==> config.mk <==
export PLATFORM = sky130hd
export DESIGN_NAME = param_rcu_flat
export DESIGN_NICKNAME = d
export VERILOG_FILES = /design/src/rtl/param_rcu_if.sv /design/src/rtl/param_rcu.sv /design/src/flat_wrapper.sv
export SDC_FILE = /design/constraint.sdc
export NUM_CORES = 1
export LEC_CHECK = 0
export CAP_MARGIN = 20
export CORE_MARGIN = 1.5
export CORE_UTILIZATION = 45
export DETAILED_ROUTE_END_ITERATION = 8
export PLACE_DENSITY = 0.68
export SETUP_SLACK_MARGIN = 0.4
export SLEW_MARGIN = 40
export SYNTH_ARGS = -nofsm -noshare
export SYNTH_HDL_FRONTEND = slang
export SYNTH_SLANG_ARGS = --single-unit
==> constraint.sdc <==
create_clock -name clk -period 2 [get_ports clk]
set_clock_uncertainty 0.15 [all_clocks]
set_input_delay 0.4 -clock clk [delete_from_list [all_inputs] [get_ports clk]]
set_output_delay 0.4 -clock clk [all_outputs]
set_load 0.005 [all_outputs]
==> src/rtl/param_rcu_if.sv <==
// rtl/param_rcu_if.sv - receive-line and control-output bundle for the UART receive control unit
interface param_rcu_if;
  logic start_bit_detected;
  logic serial_in;
  logic data_read;
  logic shift_strobe;
  logic enable_timer;
  logic load_buffer;
  logic data_ready;
  logic framing_error;
  logic parity_error;
  logic overrun_error;
  logic rx_busy;

  modport master (
    output start_bit_detected, serial_in, data_read,
    input  shift_strobe, enable_timer, load_buffer, data_ready,
    input  framing_error, parity_error, overrun_error, rx_busy
  );

  modport slave (
    input  start_bit_detected, serial_in, data_read,
    output shift_strobe, enable_timer, load_buffer, data_ready,
    output framing_error, parity_error, overrun_error, rx_busy
  );
endinterface

==> src/rtl/param_rcu.sv <==
// rtl/param_rcu.sv - receive control unit: frames serial bits, strobes the shifter, loads the buffer, flags errors
module param_rcu #(
  parameter int NUM_DATA_BITS = 8,
  parameter int CLKS_PER_BIT  = 10,
  parameter bit PARITY_EN     = 1'b0,
  parameter bit PARITY_ODD    = 1'b0
) (
  input logic        clk,
  input logic        n_rst,
  param_rcu_if.slave rx
);
  localparam int CW = $clog2(CLKS_PER_BIT);
  localparam int BW = $clog2(NUM_DATA_BITS + 1);
  localparam logic [CW-1:0] HALF_LAST = CW'(CLKS_PER_BIT / 2 - 1);
  localparam logic [CW-1:0] BIT_LAST  = CW'(CLKS_PER_BIT - 1);
  localparam logic [BW-1:0] DATA_LAST = BW'(NUM_DATA_BITS - 1);

  typedef enum logic [2:0] {
    IDLE   = 3'd0,
    START  = 3'd1,
    DATA   = 3'd2,
    PARITY = 3'd3,
    STOP   = 3'd4,
    LOAD   = 3'd5
  } state_t;

  state_t        state, state_nxt;
  logic [CW-1:0] cnt, cnt_nxt;
  logic [BW-1:0] bit_cnt, bit_cnt_nxt;
  logic          xor_acc, xor_acc_nxt;
  logic          fe, fe_nxt, pe, pe_nxt, dr, dr_nxt, ov, ov_nxt;
  logic          tick, half_tick, shift, load, en, busy;

  assign tick      = (cnt == BIT_LAST);
  assign half_tick = (cnt == HALF_LAST);

  always_ff @(posedge clk or negedge n_rst) begin
    if (!n_rst) begin
      state   <= IDLE;
      cnt     <= '0;
      bit_cnt <= '0;
      xor_acc <= 1'b0;
      fe      <= 1'b0;
      pe      <= 1'b0;
      dr      <= 1'b0;
      ov      <= 1'b0;
    end else begin
      state   <= state_nxt;
      cnt     <= cnt_nxt;
      bit_cnt <= bit_cnt_nxt;
      xor_acc <= xor_acc_nxt;
      fe      <= fe_nxt;
      pe      <= pe_nxt;
      dr      <= dr_nxt;
      ov      <= ov_nxt;
    end
  end

  always_comb begin
    state_nxt   = state;
    bit_cnt_nxt = bit_cnt;
    xor_acc_nxt = xor_acc;
    fe_nxt      = fe;
    pe_nxt      = pe;
    shift       = 1'b0;
    load        = 1'b0;
    en          = 1'b0;
    busy        = 1'b1;
    case (state)
      IDLE: begin
        busy = 1'b0;
        if (rx.start_bit_detected) state_nxt = START;
      end
      START: begin
        en = 1'b1;
        if (half_tick) begin
          bit_cnt_nxt = '0;
          xor_acc_nxt = 1'b0;
          if (!rx.serial_in) begin
            state_nxt = DATA;
            fe_nxt    = 1'b0;
            pe_nxt    = 1'b0;
          end else begin
            state_nxt = IDLE;
          end
        end
      end
      DATA: begin
        en = 1'b1;
        if (tick) begin
          shift       = 1'b1;
          bit_cnt_nxt = bit_cnt + 1'b1;
          xor_acc_nxt = xor_acc ^ rx.serial_in;
          if (bit_cnt == DATA_LAST) state_nxt = PARITY_EN ? PARITY : STOP;
        end
      end
      PARITY: begin
        en = 1'b1;
        if (tick) begin
          pe_nxt    = ((xor_acc ^ rx.serial_in) != PARITY_ODD);
          state_nxt = STOP;
        end
      end
      STOP: begin
        en = 1'b1;
        if (tick) begin
          if (rx.serial_in) begin
            state_nxt = LOAD;
          end else begin
            fe_nxt    = 1'b1;
            state_nxt = IDLE;
          end
        end
      end
      LOAD: begin
        load      = 1'b1;
        state_nxt = IDLE;
      end
      default: state_nxt = IDLE;
    endcase
  end

  // Timer restarts on every state change and after each full-bit sample.
  always_comb begin
    cnt_nxt = cnt + 1'b1;
    if (state_nxt != state || state == IDLE || state == LOAD || tick) cnt_nxt = '0;
  end

  always_comb begin
    dr_nxt = dr;
    ov_nxt = ov;
    if (load)              dr_nxt = 1'b1;
    else if (rx.data_read) dr_nxt = 1'b0;
    if (load && dr && !rx.data_read) ov_nxt = 1'b1;
    else if (rx.data_read)           ov_nxt = 1'b0;
  end

  assign rx.shift_strobe  = shift;
  assign rx.enable_timer  = en;
  assign rx.load_buffer   = load;
  assign rx.data_ready    = dr;
  assign rx.framing_error = fe;
  assign rx.parity_error  = pe;
  assign rx.overrun_error = ov;
  assign rx.rx_busy       = busy;
endmodule

==> src/flat_wrapper.sv <==
// flat-port wrapper written by rule: the top's interface ports become plain ports
module param_rcu_flat 
#(
  parameter int NUM_DATA_BITS = 8,
  parameter int CLKS_PER_BIT  = 10,
  parameter bit PARITY_EN     = 1'b0,
  parameter bit PARITY_ODD    = 1'b0
)
  (clk, n_rst, rx_start_bit_detected, rx_serial_in, rx_data_read, rx_shift_strobe, rx_enable_timer, rx_load_buffer, rx_data_ready, rx_framing_error, rx_parity_error, rx_overrun_error, rx_rx_busy);
  param_rcu_if rx_i ();
  input logic clk;
  input logic n_rst;
  input wire logic [$bits(rx_i.start_bit_detected)-1:0] rx_start_bit_detected;
  input wire logic [$bits(rx_i.serial_in)-1:0] rx_serial_in;
  input wire logic [$bits(rx_i.data_read)-1:0] rx_data_read;
  output wire logic [$bits(rx_i.shift_strobe)-1:0] rx_shift_strobe;
  output wire logic [$bits(rx_i.enable_timer)-1:0] rx_enable_timer;
  output wire logic [$bits(rx_i.load_buffer)-1:0] rx_load_buffer;
  output wire logic [$bits(rx_i.data_ready)-1:0] rx_data_ready;
  output wire logic [$bits(rx_i.framing_error)-1:0] rx_framing_error;
  output wire logic [$bits(rx_i.parity_error)-1:0] rx_parity_error;
  output wire logic [$bits(rx_i.overrun_error)-1:0] rx_overrun_error;
  output wire logic [$bits(rx_i.rx_busy)-1:0] rx_rx_busy;
  assign rx_i.start_bit_detected = rx_start_bit_detected;
  assign rx_i.serial_in = rx_serial_in;
  assign rx_i.data_read = rx_data_read;
  assign rx_shift_strobe = rx_i.shift_strobe;
  assign rx_enable_timer = rx_i.enable_timer;
  assign rx_load_buffer = rx_i.load_buffer;
  assign rx_data_ready = rx_i.data_ready;
  assign rx_framing_error = rx_i.framing_error;
  assign rx_parity_error = rx_i.parity_error;
  assign rx_overrun_error = rx_i.overrun_error;
  assign rx_rx_busy = rx_i.rx_busy;
  param_rcu #(.NUM_DATA_BITS(NUM_DATA_BITS), .CLKS_PER_BIT(CLKS_PER_BIT), .PARITY_EN(PARITY_EN), .PARITY_ODD(PARITY_ODD)) u_core (.clk(clk), .n_rst(n_rst), .rx(rx_i));
endmodule
==> reports/metrics.json, run 1 <==
{
  "outcome": "completed",
  "dp.final_hpwl_um": 1520,
  "port_buffers": 12,
  "io_pins": 13,
  "crit_type": "flip-flop to primary output",
  "detail_route.first_pass.iterations": 4,
  "cts-root-buf": "sky130_fd_sc_hd__clkbuf_4",
  "globalRouteTotalUtil_pct": 23.1,
  "tritoncts_clock_tree": "yes",
  "gp_routability_congestion": 0.859,
  "yosysSeqAreaShare_pct": 42.6,
  "synthMostInstantiatedCell": "sky130_fd_sc_hd__dfrtp_1",
  "synth-main-ff-cell": "sky130_fd_sc_hd__dfrtp_1",
  "required_ps": 1450,
  "area_delta_synth_final_pct": 74.5,
  "core_region_area_mm2": 0.00196,
  "multi_input_area_um2": 659,
  "rsz_0062_raised_after_global_routing": "true",
  "timing.critical_path.to_type": "primary output",
  "setup_viol_count_final": 0,
  "timing.hold.ws_ps": 264,
  "clock_path_buffers": 2,
  "fin_crit_sh_pct": 96.5,
  "mappedNetlistArea_um2": 941,
  "path_cells": "buf_6, nor3b_4, and2_4, buf_6",
  "clock-sinks": 16,
  "place_area_mm2": 0.00118,
  "setup_slack_ps": 69.5,
  "internal_power_mw": 1.21,
  "floorplan.die_area_mm2": 0.00237,
  "num_rows": 16,
  "clock_power_share_pct": 11.8,
  "antenna_found_initial": 0,
  "timing.max_cap.violations": 0,
  "grt_overflow": 0,
  "yosysTopAreaCellShare_pct": 42.6,
  "worst_ep_arrival_time_ps": 1380,
  "seq_area_um2": 403,
  "slowest_stage_delay_cp_ps": 460,
  "cp_common_cell": "sky130_fd_sc_hd__buf_6",
  "async_reset_ff_share_pct": 100,
  "pwr-share-comb_pct": 64.5,
  "power.ir.vdd_worst_mv": 0.838,
  "sw_power_mw": 0.711,
  "die_height_um": 48.7,
  "syn_inst": 90,
  "clk_pin_slew_worst_paths_ps": 110,
  "fmax_mhz": 518,
  "number_of_nets_in_the_layout": 153,
  "share_of_cells_above_drive_strength_1_pct": 55.9,
  "finalInstanceArea_mm2": 0.00164,
  "final-hold-violation-count": 0,
  "number_of_placed_instances_with_taps_included": 138,
  "cts_inserted_buffers": 3,
  "post_drt_wl_per_cell_um": 17.5,
  "timing.slew.headroom_pct": 76.6,
  "edff_count_synth": 0,
  "number_of_antenna_cells_inserted": 0,
  "number_of_global_route_vias_before_repair": 885,
  "num-fill-cells": 106,
  "avgViaCountPerCell": 5.68,
  "report.final.slew_viol_count": 0,
  "switching_portion_of_total_power_pct": 37.0,
  "grt_start_max_net_pins": 17,
  "placement.setup.worst_slack_ps": 15.2,
  "worst_slew_pin_slew_ps": 350,
  "power.sequential.fraction_pct": 23.8,
  "start_util_pct": 48.0,
  "grt_first_pass_wirelength_um": 4200,
  "fin_crit_ps": 1930,
  "cts_htree_levels": 1,
  "postSynthRegisterBits": 16,
  "leakage_nw": 0.783,
  "yosys-top-cells-count": "sky130_fd_sc_hd__dfrtp_1, sky130_fd_sc_hd__inv_1, sky130_fd_sc_hd__ha_1, sky130_fd_sc_hd__nor4_1, sky130_fd_sc_hd__o21ai_0",
  "post_synth.cell_area_avg_um2": 10.5,
  "yosysWarnings": 0,
  "worstSetupStartpointType": "flip-flop",
  "routed_wire_length_um": 2970,
  "detailroute.via_count": 966,
  "power_dens_cells_mw_per_mm2": 1170,
  "worstSkewPairLatency_ps": 300,
  "die_x_um": 48.7,
  "path_max_fanout": 4,
  "first_iter_violations": 15,
  "antenna_left": 0,
  "post-route-drc-count": 0,
  "sum_of_negative_setup_slack_ps": 0,
  "hp-class": "input port to asynchronous set/reset pin",
  "synth.lib_cells_used.distinct": 43,
  "synthDominantAreaCellType": "sky130_fd_sc_hd__dfrtp_1",
  "cts_hold_repair.buffers": 0,
  "synth.net_count": 99,
  "cp_slowest_cell": "sky130_fd_sc_hd__dfrtp_2",
  "finish.cell_count_without_fillers": 170,
  "netlist_top_cells_area": "sky130_fd_sc_hd__dfrtp_1, sky130_fd_sc_hd__ha_1, sky130_fd_sc_hd__nor3b_2"
}
[layout make-up]
class / instances / area share, %
Multi-Input combinational cell: 64 / 40.2
Inverter: 6 / 1.52
Timing Repair Buffer: 53 / 29.5
Sequential cell: 16 / 24.5
Clock buffer: 4 / 2.21
Tap cell: 27 / 2.06
[power groups by stage]
stage | clock network (mW) | logic (mW) | registers, mW
after detailed placement | 0 | 0.599 | 0.451
final | 0.226 | 1.24 | 0.456
after CTS | 0.230 | 0.877 | 0.450
after global routing | 0.241 | 1.30 | 0.466
after global placement | 0 | 0.595 | 0.450
after floorplan | 0 | 0.360 | 0.453
[timing repair]
action / in CTS / in global routing
resized for setup: 45 / 23
setup buffers: 15 / 13
pin swaps: 13 / 11
endpoints found under the setup margin: 17 / 18
cloned: 0 / 0
[cell families (layout without fill, tap and decap cells)]
family | after synthesis | in the layout | share of synthesized area, %
multiplexers | 2 | 2 | 2.26
AND/OR/NAND/NOR | 34 | 34 | 24.5
AO/OA/AOI/OAI | 22 | 22 | 18.6
buffers and inverters | 10 | 63 | 4.92
XOR/XNOR | 2 | 2 | 1.86
flip-flops | 16 | 16 | 42.6
adder cells (fa/ha/maj) | 4 | 4 | 5.32
[routing by layer]
| layer | GRT usage (%) | part of all wire, % |
|---|---|---|
| met2 | 37.0 | 48 |
| met5 | 0 | 0 |
| met3 | 4.63 | 3.4 |
| met1 | 30.9 | 46 |
| met4 | 8.57 | 1.7 |
[state kept, by name, summed over array words and instances, names as in the netlist]
| register | count |
|---|---|
| u_core.rx.data_ready | 1 |
| u_core.bit_cnt | 4 |
| u_core.rx.parity_error | 1 |
| u_core.rx.framing_error | 1 |
| u_core.rx.overrun_error | 1 |
| u_core.cnt | 4 |
| u_core.xor_acc | 1 |
| u_core.state | 3 |
[worst paths after layout]
| check | from | endpoint | slack, ps | cells past startpoint |
|---|---|---|---|---|
| max in group asynchronous | n_rst | u_core.state[2] | 1220 | 2 |
| min in group clk | u_core.xor_acc | u_core.xor_acc | 370 | 1 |
| hold / removal | n_rst | u_core.rx.data_ready | 260 | 2 |
| setup / recovery | u_core.state[2] | rx_shift_strobe | 70 | 4 |
| setup reg to reg | u_core.state[2] | u_core.cnt[0] | 160 | 8 |
| hold reg to reg | u_core.xor_acc | u_core.xor_acc | 370 | 1 |
[placed cells by master, fill, tap and decap left out, drive strengths merged, types with 4 or more instances in the layout]
master,n
inv,6
nor4,4
ha,4
dlygate4sd2,4
buf,45
o21ai,4
clkdlybuf4s50,4
dfrtp,16
clkbuf,4
[metrics by stage]
stage / power [mW] / utilization [%]
3_5_place_dp: 1.05 / 60.1
5_1_grt: 2.01 / 83.7
6_report: 1.92 / 83.7
2_1_floorplan: 0.813 / -
3_3_place_gp: 1.04 / 60.1
4_1_cts: 1.56 / 73.1
[critical path: cells and delay by family (launching register included)]
kind / cells / cell delay, ps
buf+inv: 2 / 220
simple gates: 2 / 400
flops: 1 / 460
Note: power is estimated with default switching activity, not from simulation.
==> run 2: changes to the inputs <==
--- a/config.mk
+++ b/config.mk
@@ -8,6 +8,7 @@
 export CAP_MARGIN = 20
 export CORE_MARGIN = 1.5
 export CORE_UTILIZATION = 45
+export CTS_CLUSTER_DIAMETER = 40
 export DETAILED_ROUTE_END_ITERATION = 8
 export PLACE_DENSITY = 0.68
 export SETUP_SLACK_MARGIN = 0.4
==> results of run 2 <==
Final layout, timing and power as in run 1 (identical DEF).
==> run 3: changes to the inputs <==
--- a/config.mk
+++ b/config.mk
@@ -10,6 +10,8 @@
 export CORE_UTILIZATION = 45
 export CTS_CLUSTER_DIAMETER = 40
 export DETAILED_ROUTE_END_ITERATION = 8
+export GPL_TIMING_DRIVEN = 0
+export MAX_ROUTING_LAYER = met4
 export PLACE_DENSITY = 0.68
 export SETUP_SLACK_MARGIN = 0.4
 export SLEW_MARGIN = 40
==> reports/metrics.json, run 3 (synthesis results as in run 1) <==
{
  "crit_type": "flip-flop to primary output",
  "grt_first_pass_wirelength": {"value": 4030, "unit": "um", "change": "-4.0%"},
  "mostFrequentLayoutCell": "sky130_fd_sc_hd__buf_4",
  "timing.hold.ws": {"value": 367, "unit": "ps", "change": "+102 ps"},
  "cts-root-buf": "sky130_fd_sc_hd__clkbuf_4",
  "tritoncts_clock_tree": "yes",
  "leakage": {"value": 0.692, "unit": "nW", "change": "-12%"},
  "port_buffers": {"value": 12, "change": "unchanged"},
  "worst_slew_pin_slew": {"value": 397, "unit": "ps", "change": "+46.9 ps"},
  "worstSetupStartpointType": "flip-flop",
  "timing.critical_path.to_type": "primary output",
  "detail_route.first_pass.iterations": {"value": 4, "change": "unchanged"},
  "worstSkewPairLatency": {"value": 290, "unit": "ps", "change": "about the same"},
  "report.final.slew_viol_count": {"value": 0, "change": "unchanged"},
  "postLayoutCoreUtil": {"value": 74.7, "unit": "%", "change": "-8.9 points"},
  "num_rows": {"value": 16, "change": "unchanged"},
  "timing.slew.headroom": {"value": 73.6, "unit": "%", "change": "-3.1 points"},
  "die_x": {"value": 48.7, "unit": "um", "change": "unchanged"},
  "cts_htree_levels": {"value": 1, "change": "unchanged"},
  "clock-sinks": {"value": 16, "change": "unchanged"},
  "fin_crit": {"value": 2050, "unit": "ps", "change": "+122 ps"},
  "post_drt_wl_per_cell": {"value": 17.6, "unit": "um", "change": "+0.42%"},
  "first_iter_violations": {"value": 23, "change": "+8"},
  "finalInstanceArea": {"value": 0.00147, "unit": "mm^2", "change": "-11%"},
  "power_dens_cells": {"value": 1140, "unit": "mW/mm^2", "change": "-2.7%"},
  "failing_checks": "negative setup slack",
  "clock_path_buffers": {"value": 2, "change": "unchanged"},
  "sum_of_negative_setup_slack": {"value": -52.9, "unit": "ps", "change": "-52.9 ps"},
  "slowest_stage_delay_cp": {"value": 410, "unit": "ps", "change": "-50 ps"},
  "globalRouteTotalUtil": {"value": 22.6, "unit": "%", "change": "-0.42 points"},
  "fmax": {"value": 487, "unit": "MHz", "change": "-6.0%"},
  "post-route-drc-count": {"value": 0, "change": "unchanged"},
  "avgViaCountPerCell": {"value": 5.80, "change": "+2.1%"},
  "setup_viol_count_final": {"value": 1, "change": "+1"},
  "number_of_global_route_vias_before_repair": {"value": 831, "change": "-6.1%"},
  "largest_registers": "u_core.bit_cnt (4), u_core.cnt (4), u_core.state (3)",
  "io_pins": {"value": 13, "change": "unchanged"},
  "grt_start_max_net_pins": {"value": 17, "change": "unchanged"},
  "finalPower": {"value": 1.67, "unit": "mW", "change": "-13%"},
  "power.ir.vdd_worst": {"value": 0.716, "unit": "mV", "change": "-15%"},
  "layout.cells.most_common_list": "sky130_fd_sc_hd__buf_4, sky130_fd_sc_hd__dfrtp_1, sky130_fd_sc_hd__buf_6",
  "path_max_fanout": {"value": 5, "change": "+1"},
  "crit_family": "flip-flops",
  "required": {"value": 1450, "unit": "ps", "change": "about the same"},
  "cts_inserted_buffers": {"value": 3, "change": "unchanged"},
  "number_of_antenna_cells_inserted": {"value": 0, "change": "unchanged"},
  "area_delta_synth_final_pct": 55.9,
  "hp-class": "flip-flop to flip-flop",
  "number_of_nets_in_the_layout": {"value": 138, "change": "-9.8%"},
  "gp_routability_congestion": {"value": 0.792, "change": "-7.9%"},
  "final-hold-violation-count": {"value": 0, "change": "unchanged"},
  "detailroute.via_count": {"value": 899, "change": "-6.9%"},
  "clk_pin_slew_worst_paths": {"value": 100, "unit": "ps", "change": "about the same"},
  "share_of_cells_above_drive_strength_1": {"value": 46.9, "unit": "%", "change": "-9.1 points"},
  "core_region_area": {"value": 0.00196, "unit": "mm^2", "change": "unchanged"},
  "start_util": {"value": 48.0, "unit": "%", "change": "unchanged"},
  "path_cells": "clkbuf_8, buf_4, o21ai_1, and2_4, buf_6",
  "outcome": "finished, violations left",
  "fin_crit_sh": {"value": 103, "unit": "%", "change": "+6.1 points"},
  "floorplan.die_area": {"value": 0.00237, "unit": "mm^2", "change": "unchanged"},
  "routed_wire_length": {"value": 2720, "unit": "um", "change": "-8.4%"},
  "number_of_placed_instances_with_taps_included": {"value": 129, "change": "-6.5%"},
  "rsz_0062_raised_after_global_routing": "true",
  "antenna_found_initial": {"value": 0, "change": "unchanged"},
  "die_height": {"value": 48.7, "unit": "um", "change": "unchanged"},
  "placement.setup.worst_slack": {"value": -140, "unit": "ps", "change": "-156 ps"},
  "grt_overflow": {"value": 0, "change": "unchanged"},
  "antenna_left": {"value": 0, "change": "unchanged"},
  "cp_slowest_cell": "sky130_fd_sc_hd__dfrtp_1",
  "timing.max_cap.violations": {"value": 0, "change": "unchanged"},
  "finish.cell_count_without_fillers": {"value": 155, "change": "-8.8%"},
  "cp_num_buf_inv": {"value": 3, "change": "+1"},
  "setup_slack": {"value": -52.9, "unit": "ps", "change": "-122 ps"},
  "worst_ep_arrival_time": {"value": 1500, "unit": "ps", "change": "+120 ps"},
  "dp.final_hpwl": {"value": 1340, "unit": "um", "change": "-12%"},
  "place_area": {"value": 0.00112, "unit": "mm^2", "change": "-5.3%"}
}
[run 3: changes by cell type in the layout (fill, tap and decap cells not counted), moves of 2 or more]
| cell | previous run | this run |
|---|---|---|
| sky130_fd_sc_hd__buf_2 | 1 | 3 |
| sky130_fd_sc_hd__o21ai_0 | 1 | 3 |
| sky130_fd_sc_hd__dfrtp_1 | 14 | 16 |
| sky130_fd_sc_hd__nor4_2 | 1 | 4 |
| sky130_fd_sc_hd__dfrtp_2 | 2 | 0 |
| sky130_fd_sc_hd__nor4_4 | 3 | 0 |
| sky130_fd_sc_hd__buf_6 | 11 | 8 |
| sky130_fd_sc_hd__buf_12 | 2 | 0 |
| sky130_fd_sc_hd__buf_4 | 30 | 18 |
[run 3: tightest hold or removal path: stages, from the launching register on]
cell	delay (ps)
sky130_fd_sc_hd__dfrtp_1	350
sky130_fd_sc_hd__a21oi_1	40
sky130_fd_sc_hd__nor2_1	90
[run 3: where the power goes]
part           internal [mW]  switching, mW  total (mW)
clock                  0.111          0.110       0.221
sequential             0.393         0.0714       0.465
combinational          0.533          0.450       0.983
[run 3: repair_timing]
action	in CTS	in global routing
hold endpoints to repair	0	16
setup buffers	14	7
pin swaps	18	5
setup endpoints to repair	15	18
hold buffers	0	1
resized for setup	39	16
[run 3: path summary, 6_finish.rpt]
path	from	end	slack (ps)	cells past startpoint
max in group asynchronous	n_rst	u_core.rx.framing_error	1020	2
hold / removal	u_core.rx.overrun_error	u_core.rx.overrun_error	370	2
setup / recovery	u_core.state[1]	rx_enable_timer	-50	5
hold reg to reg	u_core.rx.overrun_error	u_core.rx.overrun_error	370	2
setup reg to reg	u_core.cnt[0]	u_core.cnt[1]	90	7
min in group asynchronous	n_rst	u_core.state[0]	410	2
[run 3: per-layer routing]
metal	track usage (%)	wire, um
met5	-	0
met4	5.24	69
met3	3.09	135
met2	36.5	1330
met1	30.4	1190
[run 3: final cells by class]
cell class                      count  area (um^2)
Multi-Input combinational cell     64          642
Fill cell                         155          495
Sequential cell                    16          400
Timing Repair Buffer               34          285
Buffer                              4         43.8
Clock buffer                        4         36.3
Tap cell                           27         33.8
Inverter                            6         25.0
